<file path="src/rtl/tape_byte_decoder.sv">
// tape_byte_decoder: measures rising-edge periods of the tape audio bit, tracks pilot/sync/data and assembles bytes
// Ports: clk, reset (sync, active-high), aud (async comparator bit),
//        byte_out/byte_valid/byte_ready (one-entry holding register handshake),
//        in_block (PILOT or DATA), block_end (1-cycle pulse when DATA ends), overrun (sticky).
module tape_byte_decoder #(
    parameter int CLK_FREQ    = 27000000,
    parameter int CNT_W       = 17,
    parameter int SYNC_MIN    = CLK_FREQ / 4000,
    parameter int SYNC_MAX    = CLK_FREQ / 2300,
    parameter int BIT_THRESH  = CLK_FREQ / 1364,
    parameter int PILOT_MIN   = CLK_FREQ / 900,
    parameter int PILOT_MAX   = CLK_FREQ / 650,
    parameter int TIMEOUT     = CLK_FREQ / 400,
    parameter int PILOT_COUNT = 256
) (
    input  logic       clk,
    input  logic       reset,
    input  logic       aud,
    output logic [7:0] byte_out,
    output logic       byte_valid,
    input  logic       byte_ready,
    output logic       in_block,
    output logic       block_end,
    output logic       overrun
);
    typedef enum logic [1:0] {IDLE, PILOT, DATA} state_t;
    localparam int PC_W = $clog2(PILOT_COUNT + 1);
    localparam logic [CNT_W-1:0] C_SYNC_MIN   = CNT_W'(SYNC_MIN);
    localparam logic [CNT_W-1:0] C_SYNC_MAX   = CNT_W'(SYNC_MAX);
    localparam logic [CNT_W-1:0] C_BIT_THRESH = CNT_W'(BIT_THRESH);
    localparam logic [CNT_W-1:0] C_PILOT_MIN  = CNT_W'(PILOT_MIN);
    localparam logic [CNT_W-1:0] C_PILOT_MAX  = CNT_W'(PILOT_MAX);
    localparam logic [CNT_W-1:0] C_TIMEOUT    = CNT_W'(TIMEOUT);
    state_t           state;
    logic             aud_m, aud_s, aud_s_d;
    logic [CNT_W-1:0] counter;
    logic [PC_W-1:0]  pilot_cnt;
    logic             first_edge;
    logic [2:0]       bitcnt;
    logic [7:0]       shreg;
    logic             rise, timeout, is_sync, is_bit0, is_bit1, is_pilot;
    logic [7:0]       next_byte;
    // counter holds the period since the previous rise at the moment rise is high
    always_comb begin
        rise      = aud_s & ~aud_s_d;
        timeout   = counter == C_TIMEOUT;
        is_sync   = counter >= C_SYNC_MIN && counter < C_SYNC_MAX;
        is_bit0   = counter >= C_SYNC_MAX && counter < C_BIT_THRESH;
        is_bit1   = counter >= C_BIT_THRESH && counter < C_PILOT_MIN;
        is_pilot  = counter >= C_PILOT_MIN && counter <= C_PILOT_MAX;
        next_byte = {shreg[6:0], is_bit1};
    end
    always_ff @(posedge clk) begin
        if (reset) begin
            state      <= IDLE;
            aud_m      <= 1'b0;
            aud_s      <= 1'b0;
            aud_s_d    <= 1'b0;
            counter    <= '0;
            pilot_cnt  <= '0;
            first_edge <= 1'b1;
            bitcnt     <= '0;
            shreg      <= '0;
            byte_out   <= '0;
            byte_valid <= 1'b0;
            in_block   <= 1'b0;
            block_end  <= 1'b0;
            overrun    <= 1'b0;
        end else begin
            aud_m     <= aud;
            aud_s     <= aud_m;
            aud_s_d   <= aud_s;
            counter   <= rise ? CNT_W'(1) : timeout ? counter : counter + 1'b1;
            block_end <= 1'b0;
            // a load later in this block overrides the handshake clear
            if (byte_valid && byte_ready)
                byte_valid <= 1'b0;
            if (rise && first_edge) begin
                first_edge <= 1'b0;
            end else if (rise && state == IDLE) begin
                pilot_cnt <= is_pilot ? pilot_cnt + 1'b1 : '0;
                if (is_pilot && pilot_cnt == PC_W'(PILOT_COUNT - 1)) begin
                    state    <= PILOT;
                    in_block <= 1'b1;
                end
            end else if (rise && state == PILOT && is_sync) begin
                state  <= DATA;
                bitcnt <= '0;
                shreg  <= '0;
            end else if (rise && state == DATA && (is_bit0 || is_bit1)) begin
                shreg  <= next_byte;
                bitcnt <= bitcnt + 1'b1;
                if (bitcnt == 3'd7) begin
                    byte_out   <= next_byte;
                    byte_valid <= 1'b1;
                    if (byte_valid && !byte_ready)
                        overrun <= 1'b1;
                end
            end else if ((rise && state != IDLE && !(state == PILOT && is_pilot)) ||
                         (timeout && state != IDLE)) begin
                state      <= IDLE;
                in_block   <= 1'b0;
                pilot_cnt  <= '0;
                first_edge <= 1'b1;
                block_end  <= state == DATA;
            end
        end
    end
endmodule

</file>
<file path="config.mk">
export PLATFORM = sky130hd
export DESIGN_NAME = tape_byte_decoder
export DESIGN_NICKNAME = d
export VERILOG_FILES = /design/src/rtl/tape_byte_decoder.sv
export SDC_FILE = /design/constraint.sdc
export NUM_CORES = 1
export LEC_CHECK = 0
export ABC_CLOCK_PERIOD_IN_PS = 3100
export CORE_ASPECT_RATIO = 0.9
export CORE_UTILIZATION = 45
export DETAILED_ROUTE_END_ITERATION = 8
export PLACE_DENSITY_LB_ADDON = 0.15
export SLEW_MARGIN = 0
export SYNTH_ARGS = -nofsm -noshare
export SYNTH_HDL_FRONTEND = slang
export SYNTH_SLANG_ARGS = --single-unit
</file>
<file path="constraint.sdc">
create_clock -name clk -period 3.1 [get_ports clk]
set_input_delay 0.775 -clock clk [delete_from_list [all_inputs] [get_ports clk]]
set_output_delay 0.775 -clock clk [all_outputs]
set_load 0.005 [all_outputs]
</file>
### Yosys cells after proc, flatten, opt, wreduce, memory -nomap -nowiden

Index checks and enable logic that the tools add are counted.
Widths: inputs -> output; s select.

| cells by class | value |
|---|---|
| $lt $le $gt $ge | 8 |
| shift-type cells | 0 |
| bitwise logic cells | 6 |
| reductions and logical operators | 36 |
| equal/unequal tests | 13 |
| multipliers | 0 |
| divide/modulo/power cells | 0 |
| muxes and demuxes | 32 |
| add/subtract/negate cells | 3 |

Operators by type and width:

| cell | count |
|---|---|
| $mux 9 | 5 |
| $ge 17x15->1 const B | 2 |
| $lt 17x15->1 const B | 2 |
| $mux 1 | 18 |
| $add 17x1->17 const B | 1 |
| $eq 17x17->1 const B | 1 |
| $ge 17x13->1 const B | 1 |
| $ge 17x14->1 const B | 1 |
| $le 17x16->1 const B | 1 |
| $logic_and 1x1->1 | 17 |
| $lt 17x14->1 const B | 1 |
| $mux 7 | 2 |
| $ne 2x2->1 const B | 6 |
| $reduce_and 4->1 | 3 |
| $mux 2 | 5 |
| $reduce_and 5->1 | 2 |
| $add 9x1->9 const B | 1 |
| $eq 9x8->1 const B | 1 |
| $reduce_bool 2->1 | 4 |
| $mux 3 | 2 |
| $reduce_and 6->1 | 1 |
| $reduce_or 6->1 | 1 |
| $not 1->1 | 5 |
| $add 3x1->3 const B | 1 |
| other kinds (12) | 14 |

| word-level totals | value |
|---|---|
| output and inout port bits | 12 |
| memories kept | 0 |
| latch bits | 0 |
| flip-flop bits (word level) | 54 |
| bits of input ports | 4 |
| memory bits (writable) | 0 |
| ROM bits | 0 |

### Longest topological paths before layout

Gate-level depths: netlist of run 1.

| depth | value |
|---|---|
| depth in word-level cells | 11 |
| depth in mapped cells | 10 |

### Least setup slack after synthesis of run 1

Ideal clock, no wire load.

| timing | value |
|---|---|
| kind | flip-flop to flip-flop |
| from | register counter[11] |
| to | register pilot_cnt[8] |
| stages on the path, launching flop included | 9 |
| buffers on the path | 1 |
| data required time | 3.030 ns |
| path slack | 0.482 ns |
| clock period less this slack | 2.618 ns |
| data arrival time | 2.548 ns |
| cells stage by stage | dfxtp_1 > buf_6 > or4_4 > nor4_4 > or2_1 > o41ai_2 > or4b_1 > or4_1 > a21oi_1 |

| on the way | value |
|---|---|
| cells in the longest elaborated chain, start to end | 8 |
| elaborated cells on any way between the ends | 27 |
| those cells by class | 8 x order compare; 3 x eq/ne; 2 x mux; 14 x reduce/logical |

Ends and longest elaborated chain:

| what | RTL line | RTL |
|---|---|---|
| start, declared | 36 | `logic [CNT_W-1:0] counter;` |
| start signal, assigned | 73 | `counter <= rise ? CNT_W'(1) : timeout ? counter : counter + 1'b1;` |
| $ge 17x15->1 / $le 17x16->1 (equally long branches) | 50 | `is_pilot = counter >= C_PILOT_MIN && counter <= C_PILOT_MAX;` |
| $logic_and 1x1->1 | 50 |  |
| $logic_and 1x1->1 | 99 | `end else if ((rise && state != IDLE && !(state == PILOT && is_pilot)) \|\|` |
| $logic_not 1->1 | 99 |  |
| $logic_and 1x1->1 | 99 |  |
| $logic_or 1x1->1 | 99 |  |
| $reduce_bool 2->1 (no source line) | -- |  |
| $reduce_and 4->1 (no source line) | -- |  |
| end signal, assigned | 81 | `pilot_cnt <= is_pilot ? pilot_cnt + 1'b1 : '0;` |
| end, declared | 37 | `logic [PC_W-1:0] pilot_cnt;` |

Several ways; a longest one is shown, not always the timed one.
A chain may end at the register's enable or synchronous reset.

### Worst setup path after layout of run 1

| timing | value |
|---|---|
| from | register counter[6] |
| to | register pilot_cnt[8] |

The elaborated chain is that of the path after synthesis.

==> metrics.md, run 1 <==
| Metric | Value |
|---|---|
| Part of the power in registers | `61.3%` |
| HPWL Detailed | `3800 µm` |
| Vias | `2262` |
| Endpoint class of the critical path | `register` |
| First-pass GRT wire length | `9860 µm` |
| Netlist cell types | `51` |
| Relative slew slack | `34.3%` |
| Top post-synthesis cells by area | `dfxtp_1 39%, nor2_1 5.3%, ha_1 3.2%` |
| Total congestion overflow | `0` |
| CTS Hold Buffers Added | `0` |
| Ys flop type | `dfxtp_1` |
| Highest Clock Rate | `346 MHz` |
| Synth top area share | `39.3%` |
| Slowest-stage cell, CP | `or4_4` |
| Cell chain of the critical path | `or4_4 -> nor4_4 -> or2_1 -> o41ai_2 -> or4b_1 -> or4_1 -> a21oi_1` |
| Async SR Flop Fraction | `0%` |
| Total Power | `1150 µW` |
| Register area | `1080 µm²` |
| Total Wirelength | `5600 µm` |
| Peak supply drop | `0.212 mV` |
| CP Class | `register to register` |
| Die Wd | `84.4 µm` |
| Multi-input logic area | `1550 µm²` |
| Slew @ Worst Pin | `960 ps` |
| Clock group share of total power | `34.5%` |
| Synthesized cell area | `2750 µm²` |
| Clock Latency Late Sink | `310 ps` |
| CTS Root Cell | `clkbuf_8` |
| CP top delay family | `simple AND/OR/NAND/NOR gates` |
| Fin. max-slew vios | `0` |
| Via density per instance | `5.67` |
| Clock skew | `15.0 ps` |
| Post_cts resized | `0` |
| CTS buffer count | `5` |
| Worst path required time | `3350 ps` |
| CTS tree | `yes` |
| Register area share after synthesis | `39.3%` |
| P per Cell Area | `379 nW/µm²` |
| Fin nets | `339` |
| Initial Utilization | `47.5%` |
| Detail Route Antenna Nets | `0` |
| Initial antenna violation count | `0` |
| Core Box Area | `5790 µm²` |
| Clock sink count | `54` |
| Vias in the first global route | `2125` |
| H-tree depth | `2` |
| Net Switching | `273 µW` |
| Post-layout min period | `2890 ps` |
| Combinational Power Share | `4.2%` |
| Cells after synthesis | `324` |
| Count of buffers from port buffering | `15` |
| Routed length per instance | `14.0 µm` |
| DR DRC count | `0` |
| WP data arrival | `3140 ps` |
| Gr usage total | `18.6%` |
| P_leak | `0.00110 µW` |
| WP buf/inv | `0` |
| Initial DRC Count | `191` |
| #FFs+latches synth | `54` |
| TNS Setup | `0 ps` |
| Yosys top cell by area | `dfxtp_1` |
| Yosys warns | `0` |
| Internal | `880 µW` |
| Die area | `6430 µm²` |
| Number of synthesized flops with an enable pin | `0` |
| Period utilization | `93.4%` |
| Io pins | `16` |
| Share of cells above drive strength 1 | `5.78%` |
| Post-synth top cells | `54 x dfxtp_1, 39 x nor2_1, 20 x clkbuf_1, 20 x nand2_1, 14 x o21ai_0` |
| TritonRoute pass-1 iters | `4` |
| Switch share | `23.7%` |
| Top-count cell post-synth | `dfxtp_1` |
| Setup Viol. Count Final | `0` |
| Setup bufs post-CTS | `0` |
| Gpl congestion | `0.855` |
| Ant. Diodes | `0` |
| Status | `finished, final reports clean` |
| Largest net degree at the start of global routing | `36` |
| Hold WC Path Type | `register to register` |
| Final hold vios | `0` |
| Area grow syn2layout | `10.5%` |
| Max Buffers Root-to-Sink | `2` |
| Die Y | `76.2 µm` |
| Syn Area/Cell | `8.50 µm²` |
| Row cnt | `26` |
| Clk slew on worst S/H paths | `100 ps` |
| Crit Path Max Fanout | `12` |
| CP peak stage delay | `590 ps` |
| Maxcap violations | `0` |
| RSZ-0062 raised after global routing | `false` |
| Filler cell count | `568` |
| Startpoint Class | `register` |
| Syn nets | `335` |
flip-flops by register name, summed over array words and instances, names as in the netlist:
name	cells
pilot_cnt	9
overrun	1
shreg	7
counter	17
in_block	1
state	2
byte_valid	1
aud_m	1
block_end	1
bitcnt	3
aud_s_d	1
aud_s	1
first_edge	1
byte_out	8
logic make-up after synthesis:
| family | after synthesis | synth area share, % |
|---|---|---|
| adder cells (fa/ha/maj) | 7 | 3.18 |
| AO/OA/AOI/OAI | 62 | 15.5 |
| buffers and inverters | 29 | 4.32 |
| flip-flops | 54 | 39.3 |
| XOR/XNOR | 13 | 4.14 |
| multiplexers | 8 | 2.91 |
| AND/OR/NAND/NOR | 151 | 30.7 |
power by group through the flow:
stage,combinational (µW),clock (µW),sequential [µW]
global route,53.4,444,708
CTS,47.7,414,706
finish,48.1,398,707
global placement,47.7,0,722
detailed placement,47.5,0,722
floorplan,35.1,0,719
final cells by class:
class	instances	share of cell area [%]
timing repair buffer	21	6.83
tap	70	2.88
clock inverter	3	0.782
inverter	5	0.617
clock buffer	5	2.26
multi-input combinational	241	51.1
sequential	54	35.6
per-stage QoR:
stage	area, µm²	hold WS [ps]	worst slack [ps]	utilization [%]	cells
after floorplan	2750	414	482	-	324
after global placement	2950	439	280	50.9	391
after detailed placement	2950	432	208	50.9	391
after CTS	3040	462	182	52.5	399
after global routing	3040	481	13.1	52.5	399
final	3040	460	206	52.5	399
placed cells by master, fill, tap and decap left out, types with 3 or more instances in the layout:
master            n
nand3_1           8
o21ai_0          14
nor4_1            6
clkdlybuf4s50_1  15
nor3_1           13
and2_1            4
nand4b_1          4
or3_1             5
nand3b_1          7
nand2b_1          9
buf_4             5
xor2_1            4
o21ai_1           4
nor4b_1           4
ha_1              7
dfxtp_1          54
clkbuf_8          5
a211o_1           4
inv_1             5
nand4bb_1         3
a211oi_1          3
and3_1            5
a22o_1            8
mux2i_1           8
xnor2_1           9
nand2_1          20
or4_1             3
a21oi_1          13
nor2b_1          10
nor2_1           39
worst register-to-register path: cells and delay by family (launching register included):
kind / cells / cell delay [ps]
AOI/OAI and AO/OA: 2 / 240
DFF: 1 / 450
and+or+nand+nor: 5 / 2140
metal layers:
metal,global-route usage [%],share of wire (%),up-vias
met5,0,0,-
met4,5.59,0.91,0
met3,4.01,3.4,5
met2,27.2,42,31
met1,27.5,54,1057
li1,-,-,1169
worst paths after layout:
| kind | startpoint | end | slack [ps] | depth (start not counted) |
|---|---|---|---|---|
| max | counter[6] | pilot_cnt[8] | 210 | 7 |
| min | aud_m | aud_s | 460 | 1 |
| max reg2reg | counter[6] | pilot_cnt[8] | 210 | 7 |
| min reg2reg | aud_m | aud_s | 460 | 1 |
(Power assumes the default switching activity.)
==> run 2, diff against run 1 <==
--- a/config.mk
+++ b/config.mk
@@ -7,10 +7,11 @@
 export LEC_CHECK = 0
 export ABC_CLOCK_PERIOD_IN_PS = 3100
 export CORE_ASPECT_RATIO = 0.9
+export CORE_MARGIN = 5
 export CORE_UTILIZATION = 45
 export DETAILED_ROUTE_END_ITERATION = 8
 export PLACE_DENSITY_LB_ADDON = 0.15
-export SLEW_MARGIN = 0
+export SLEW_MARGIN = 20
 export SYNTH_ARGS = -nofsm -noshare
 export SYNTH_HDL_FRONTEND = slang
 export SYNTH_SLANG_ARGS = --single-unit
==> constraint.sdc (replaced) <==
create_clock -name clk -period 3.1 [get_ports clk]
set_input_delay 0.62 -clock clk [delete_from_list [all_inputs] [get_ports clk]]
set_output_delay 0.62 -clock clk [all_outputs]
set_load 0.005 [all_outputs]
==> metrics.md, run 2 (synthesis gave the netlist of run 1 again) <==
| Metric | Value |
|---|---|
| Max Buffers Root-to-Sink | `2 (unchanged)` |
| Gr usage total | `16.3% (-2.4 points)` |
| Clk slew on worst S/H paths | `100 ps (about the same)` |
| CP Class | `register to register` |
| P per Cell Area | `379 nW/µm² (about the same)` |
| Clock skew | `16.1 ps (+1.13 ps)` |
| Net Switching | `279 µW (+2.4%)` |
| Via density per instance | `5.67 (about the same)` |
| Vias in the first global route | `2165 (+1.9%)` |
| Clock sink count | `54 (unchanged)` |
| Commonest non-fill, non-tap cells in the layout | `54 x dfxtp_1, 39 x nor2_1, 20 x nand2_1, 15 x clkdlybuf4s50_1, 14 x o21ai_0` |
| Met1 GRT Util | `25.4% (-2.1 points)` |
| Core Box Area | `6050 µm² (+4.4%)` |
| Worst path required time | `3350 ps (about the same)` |
| Share of cells above drive strength 1 | `6.91% (+1.1 points)` |
| Die Y | `84.2 µm (+10%)` |
| First-pass GRT wire length | `10600 µm (+7.0%)` |
| Leading cell type in the layout, fill and taps excluded | `dfxtp_1` |
| Slew @ Worst Pin | `863 ps (-97.5 ps)` |
| RSZ-0062 raised after global routing | `false` |
| Clock group share of total power | `34.9% (+0.4 points)` |
| Peak supply drop | `0.220 mV (+3.8%)` |
| Setup Viol. Count Final | `0 (unchanged)` |
| Highest Clock Rate | `351 MHz (+1.7%)` |
| HPWL Detailed | `4150 µm (+9.1%)` |
| GRT met3 Usage | `2.87% (-1.1 points)` |
| Io pins | `16 (unchanged)` |
| Die Wd | `92.4 µm (+9.5%)` |
| Maxcap violations | `0 (unchanged)` |
| Combinational Power Share | `4.2% (about the same)` |
| Status | `finished, final reports clean` |
| CTS buffer count | `5 (unchanged)` |
| Die area | `7780 µm² (+21%)` |
| Vias | `2295 (+1.5%)` |
| WP data arrival | `3090 ps (-50 ps)` |
| Ant. Diodes | `0 (unchanged)` |
| Total Wirelength | `5790 µm (+3.4%)` |
| Post-layout min period | `2850 ps (-47.6 ps)` |
| TNS Setup | `0 ps (unchanged)` |
| Met2 usage | `23.1% (-4.1 points)` |
| Total congestion overflow | `0 (unchanged)` |
| Top Usage Layer GRT | `met1` |
| Hold WC Path Type | `register to register` |
| TritonRoute pass-1 iters | `4 (unchanged)` |
| Relative slew slack | `41.0% (+6.7 points)` |
| Largest net degree at the start of global routing | `19 (-47%)` |
| Part of the power in registers | `60.9% (-0.4 points)` |
| Row cnt | `27 (+3.8%)` |
| Internal | `881 µW (+0.15%)` |
| Gpl congestion | `0.865 (+1.1%)` |
| Fin. max-slew vios | `0 (unchanged)` |
| Clock Latency Late Sink | `310 ps (about the same)` |
| Startpoint Class | `register` |
| Fin nets | `343 (+1.2%)` |
| CTS tree | `yes` |
| Biggest register | `counter` |
| H-tree depth | `2 (unchanged)` |
| Detail Route Antenna Nets | `0 (unchanged)` |
| Count of buffers from port buffering | `15 (unchanged)` |
| Initial DRC Count | `214 (+12%)` |
| Switch share | `24.0% (+0.40 points)` |
| Crit Path Max Fanout | `10 (-2)` |
| Util after Layout | `50.6% (-1.9 points)` |
| Final hold vios | `0 (unchanged)` |
| CTS Root Cell | `clkbuf_8` |
| Period utilization | `91.8% (-1.5 points)` |
| Initial Utilization | `45.5% (-2.0 points)` |
| Endpoint class of the critical path | `register` |
| DR DRC count | `0 (unchanged)` |
| P_leak | `0.00111 µW (+1.3%)` |
| Area grow syn2layout | `11.2%` |
| Max FFs per register | `17 (unchanged)` |
| Filler cell count | `585 (+3.0%)` |
| Largest regs | `counter x17, pilot_cnt x9, byte_out x8` |
| Routed length per instance | `14.3 µm (+1.9%)` |
| Initial antenna violation count | `0 (unchanged)` |
==> run 2: metrics by stage <==
stage / cell area, µm² / cells / setup slack (ps) / power (µW) / hold slack, ps
2_1_floorplan: 2750 / 324 / 482 / 754 / 414
3_3_place_gp: 2960 / 396 / 270 / 772 / 429
3_5_place_dp: 2960 / 396 / 209 / 772 / 449
4_1_cts: 3050 / 404 / 182 / 1180 / 464
5_1_grt: 3060 / 405 / 10.7 / 1220 / 487
6_report: 3060 / 405 / 254 / 1160 / 457
==> run 2: area by class of cell <==
| type | instances | area, µm² | share of cell area, % |
|---|---|---|---|
| multi-input combinational | 241 | 1550 | 50.7 |
| sequential | 54 | 1080 | 35.3 |
| timing repair buffer | 25 | 225 | 7.36 |
| clock inverter | 3 | 23.8 | 0.777 |
| inverter | 5 | 18.8 | 0.613 |
| clock buffer | 5 | 68.8 | 2.25 |
| tap | 72 | 90.1 | 2.94 |
==> run 2: power by group through the flow <==
stage | registers (µW) | logic (µW) | clock network (µW)
finish | 707 | 48.5 | 405
global route | 709 | 53.9 | 455
CTS | 707 | 49.4 | 419
detailed placement | 722 | 49.1 | 0
global placement | 723 | 49.5 | 0
floorplan | 719 | 35.1 | 0
==> run 2: worst paths after layout <==
path	from	end	slack, ps	cells past startpoint
worst max-delay path	counter[14]	pilot_cnt[8]	250	7
worst min-delay path	pilot_cnt[8]	pilot_cnt[8]	460	2
worst min register to register	pilot_cnt[8]	pilot_cnt[8]	460	2
worst max register to register	counter[14]	pilot_cnt[8]	250	7
==> run 2: worst max-delay path: stages (launching register included) <==
cell	delay, ps
dfxtp_1	420
or3_1	410
a2111oi_0	380
a2111oi_0	260
a21oi_1	230
or4b_1	480
or4_1	470
a21oi_1	140
==> run 2: metal layers <==
layer  vias to the layer above  routed length [µm]
li1                       1169                   -
met1                      1084                3160
met2                        38                2390
met3                         4                 193
met4                         0                  46
met5                         -                   0
==> run 2: what timing repair did <==
action	in CTS	in global routing
buffers inserted	0	1
resized for setup	0	0
endpoints found under the setup margin	0	1
hold buffers	0	0
==> run 3, diff against run 2 <==
--- a/config.mk
+++ b/config.mk
@@ -10,6 +10,7 @@
 export CORE_MARGIN = 5
 export CORE_UTILIZATION = 45
 export DETAILED_ROUTE_END_ITERATION = 8
+export MAX_ROUTING_LAYER = met4
 export PLACE_DENSITY_LB_ADDON = 0.15
 export SLEW_MARGIN = 20
 export SYNTH_ARGS = -nofsm -noshare
==> constraint.sdc (replaced) <==
create_clock -name clk -period 3.1 [get_ports clk]
set_input_delay 0.31 -clock clk [delete_from_list [all_inputs] [get_ports clk]]
set_output_delay 0.31 -clock clk [all_outputs]
set_load 0.005 [all_outputs]
==> metrics.md, run 3 (synthesis gave the netlist of run 1 again) <==
| Metric | Value |
|---|---|
| Min-delay src | `aud_m` |
| Commonest non-fill, non-tap cells in the layout | `54 x dfxtp_1, 39 x nor2_1, 20 x nand2_1, 15 x clkdlybuf4s50_1, 14 x o21ai_0` |
| Largest net degree at the start of global routing | `20 (+1)` |
| Routed length per instance | `14.3 µm (+0.31%)` |
| Worst Hold Path EP | `aud_s` |
| Crit Path Max Fanout | `12 (+2)` |
| Worst path required time | `3350 ps (about the same)` |
| RSZ-0062 raised after global routing | `false` |
| Gpl congestion | `0.876 (+1.3%)` |
| Area grow syn2layout | `11.3%` |
| Initial Utilization | `45.5% (unchanged)` |
| Fin. max-slew vios | `0 (unchanged)` |
| Final cell count without fillers | `402 (-0.74%)` |
| First-pass GRT wire length | `9950 µm (-5.7%)` |
| Post-Place Cells | `394 (-0.51%)` |
| Slew @ Worst Pin | `825 ps (-38.1 ps)` |
| Vias | `2289 (-0.26%)` |
| CP Class | `register to register` |
| CP peak stage delay | `590 ps (+110 ps)` |
| TritonRoute pass-1 iters | `4 (unchanged)` |
| Biggest register | `counter` |
| Peak supply drop | `0.218 mV (-1.2%)` |
| Max Buffers Root-to-Sink | `2 (unchanged)` |
| DR DRC count | `0 (unchanged)` |
| Die Y | `84.2 µm (unchanged)` |
| Startpoint Class | `register` |
| Die area | `7780 µm² (unchanged)` |
| Ant. Diodes | `0 (unchanged)` |
| Endpoint class of the critical path | `register` |
| P_leak | `0.00111 µW (-0.47%)` |
| Crit Reg-Reg Endpoint | `pilot_cnt[8]` |
| Core Box Area | `6050 µm² (unchanged)` |
| Maxcap violations | `0 (unchanged)` |
| Worst Reg-to-Reg Cells | `7 (unchanged)` |
| Io pins | `16 (unchanged)` |
| Final instance area | `3060 µm² (+0.12%)` |
| Final hold vios | `0 (unchanged)` |
| Count of buffers from port buffering | `15 (unchanged)` |
| Hold WC Path Type | `register to register` |
| Initial antenna violation count | `0 (unchanged)` |
| Slowest-stage cell, CP | `or4_4` |
| Via density per instance | `5.69 (+0.48%)` |
| Total Wirelength | `5760 µm (-0.43%)` |
| Worst Setup SP | `counter[6]` |
| Fin nets | `340 (-0.87%)` |
| Clk slew on worst S/H paths | `100 ps (about the same)` |
| Vias in the first global route | `2057 (-5.0%)` |
| Setup Viol. Count Final | `0 (unchanged)` |
| Highest Clock Rate | `344 MHz (-2.0%)` |
| Util after Layout | `50.7% (+0.062 points)` |
| Max FFs per register | `17 (unchanged)` |
| Initial DRC Count | `171 (-20%)` |
| H-tree depth | `2 (unchanged)` |
| Worst R2R Setup Slack | `190 ps (-60 ps)` |
| Clock sink count | `54 (unchanged)` |
| Detail Route Antenna Nets | `0 (unchanged)` |
| HPWL Detailed | `4080 µm (-1.6%)` |
| Post-layout min period | `2910 ps (+59.5 ps)` |
| CTS Root Cell | `clkbuf_8` |
| CTS buffer count | `5 (unchanged)` |
| CTS Hold Buffers Added | `0 (unchanged)` |
| Die Wd | `92.4 µm (unchanged)` |
| Met1 GRT Util | `24.1% (-1.3 points)` |
| Status | `finished, final reports clean` |
| P per Cell Area | `401 nW/µm² (+5.9%)` |
| Register area | `1080 µm² (unchanged)` |
| GRT met3 Usage | `3.05% (+0.18 points)` |
| Leading cell type in the layout, fill and taps excluded | `dfxtp_1` |
| Total congestion overflow | `0 (unchanged)` |
| WP data arrival | `3150 ps (+60 ps)` |
| CTS tree | `yes` |
| Top Usage Layer GRT | `met1` |
| Clock Latency Late Sink | `310 ps (about the same)` |
| Clock skew | `6.31 ps (-9.81 ps)` |
| Share of cells above drive strength 1 | `6.36% (-0.54 points)` |
| Gr usage total | `16.0% (-0.28 points)` |
| Cell chain of the critical path | `or4_4 -> nor4_4 -> or2_1 -> o41ai_2 -> or4b_1 -> or4_1 -> a21oi_1` |
| Met2 usage | `21.1% (-2.0 points)` |
| Filler cell count | `602 (+2.9%)` |
| Multi-input logic area | `1560 µm² (+0.32%)` |
| Largest regs | `counter x17, pilot_cnt x9, byte_out x8` |
| Period utilization | `93.7% (+1.9 points)` |
| Row cnt | `27 (unchanged)` |
| Hold depth | `1 (-1)` |
| TNS Setup | `0 ps (unchanged)` |
| Placement Cell Area | `2950 µm² (-0.51%)` |
| Worst r2r src | `counter[6]` |
| Relative slew slack | `43.6% (+2.6 points)` |
==> run 3: how the worst max path moves through the flow <==
stage | slack [ps] | end | cells past startpoint
after floorplan | 480 | pilot_cnt[8] | 8
after global placement | 270 | pilot_cnt[8] | 7
after detailed placement | 210 | pilot_cnt[8] | 7
after CTS | 190 | pilot_cnt[8] | 7
after global routing | 50 | pilot_cnt[8] | 7
final | 190 | pilot_cnt[8] | 7
==> run 3: critical path: cells and delay by family, from the launching register on <==
kind | cells | cell delay, ps
AOI/OAI and AO/OA | 2 | 260
DFF | 1 | 430
and+or+nand+nor | 5 | 2150
==> run 3: through the flow <==
| step | worst slack [ps] | hold slack [ps] | total power, µW |
|---|---|---|---|
| global route | 52.5 | 462 | 1280 |
| finish | 194 | 449 | 1230 |
| detailed placement | 210 | 438 | 769 |
| global placement | 269 | 432 | 769 |
| CTS | 195 | 456 | 1240 |
| floorplan | 482 | 414 | 754 |
==> run 3: area by class of cell <==
cell class / count / area share (%)
clock buffers: 5 / 2.25
repair buffers: 22 / 6.61
flip-flops and latches: 54 / 35.3
well taps: 72 / 2.94
clock inverters: 3 / 1.47
multi-input cells: 241 / 50.8
inverters: 5 / 0.612
==> run 3: where the power goes <==
group	internal (µW)	switching [µW]	total, µW
logic	18.4	27.6	46.1
clock network	240	237	477
registers	699	8.02	707
total	957	273	1230
==> run 3: metal layers <==
metal,wire length [µm],share of wire (%)
met3,229,4.0
met1,3130,54
met2,2310,40
met5,0,0
met4,95,1.6
==> run 3: what timing repair did <==
item | CTS | global route
buffers inserted | 0 | 0
setup endpoints to repair | 0 | 1
gates resized for setup | 0 | 1
endpoints found under the hold margin | 0 | 0
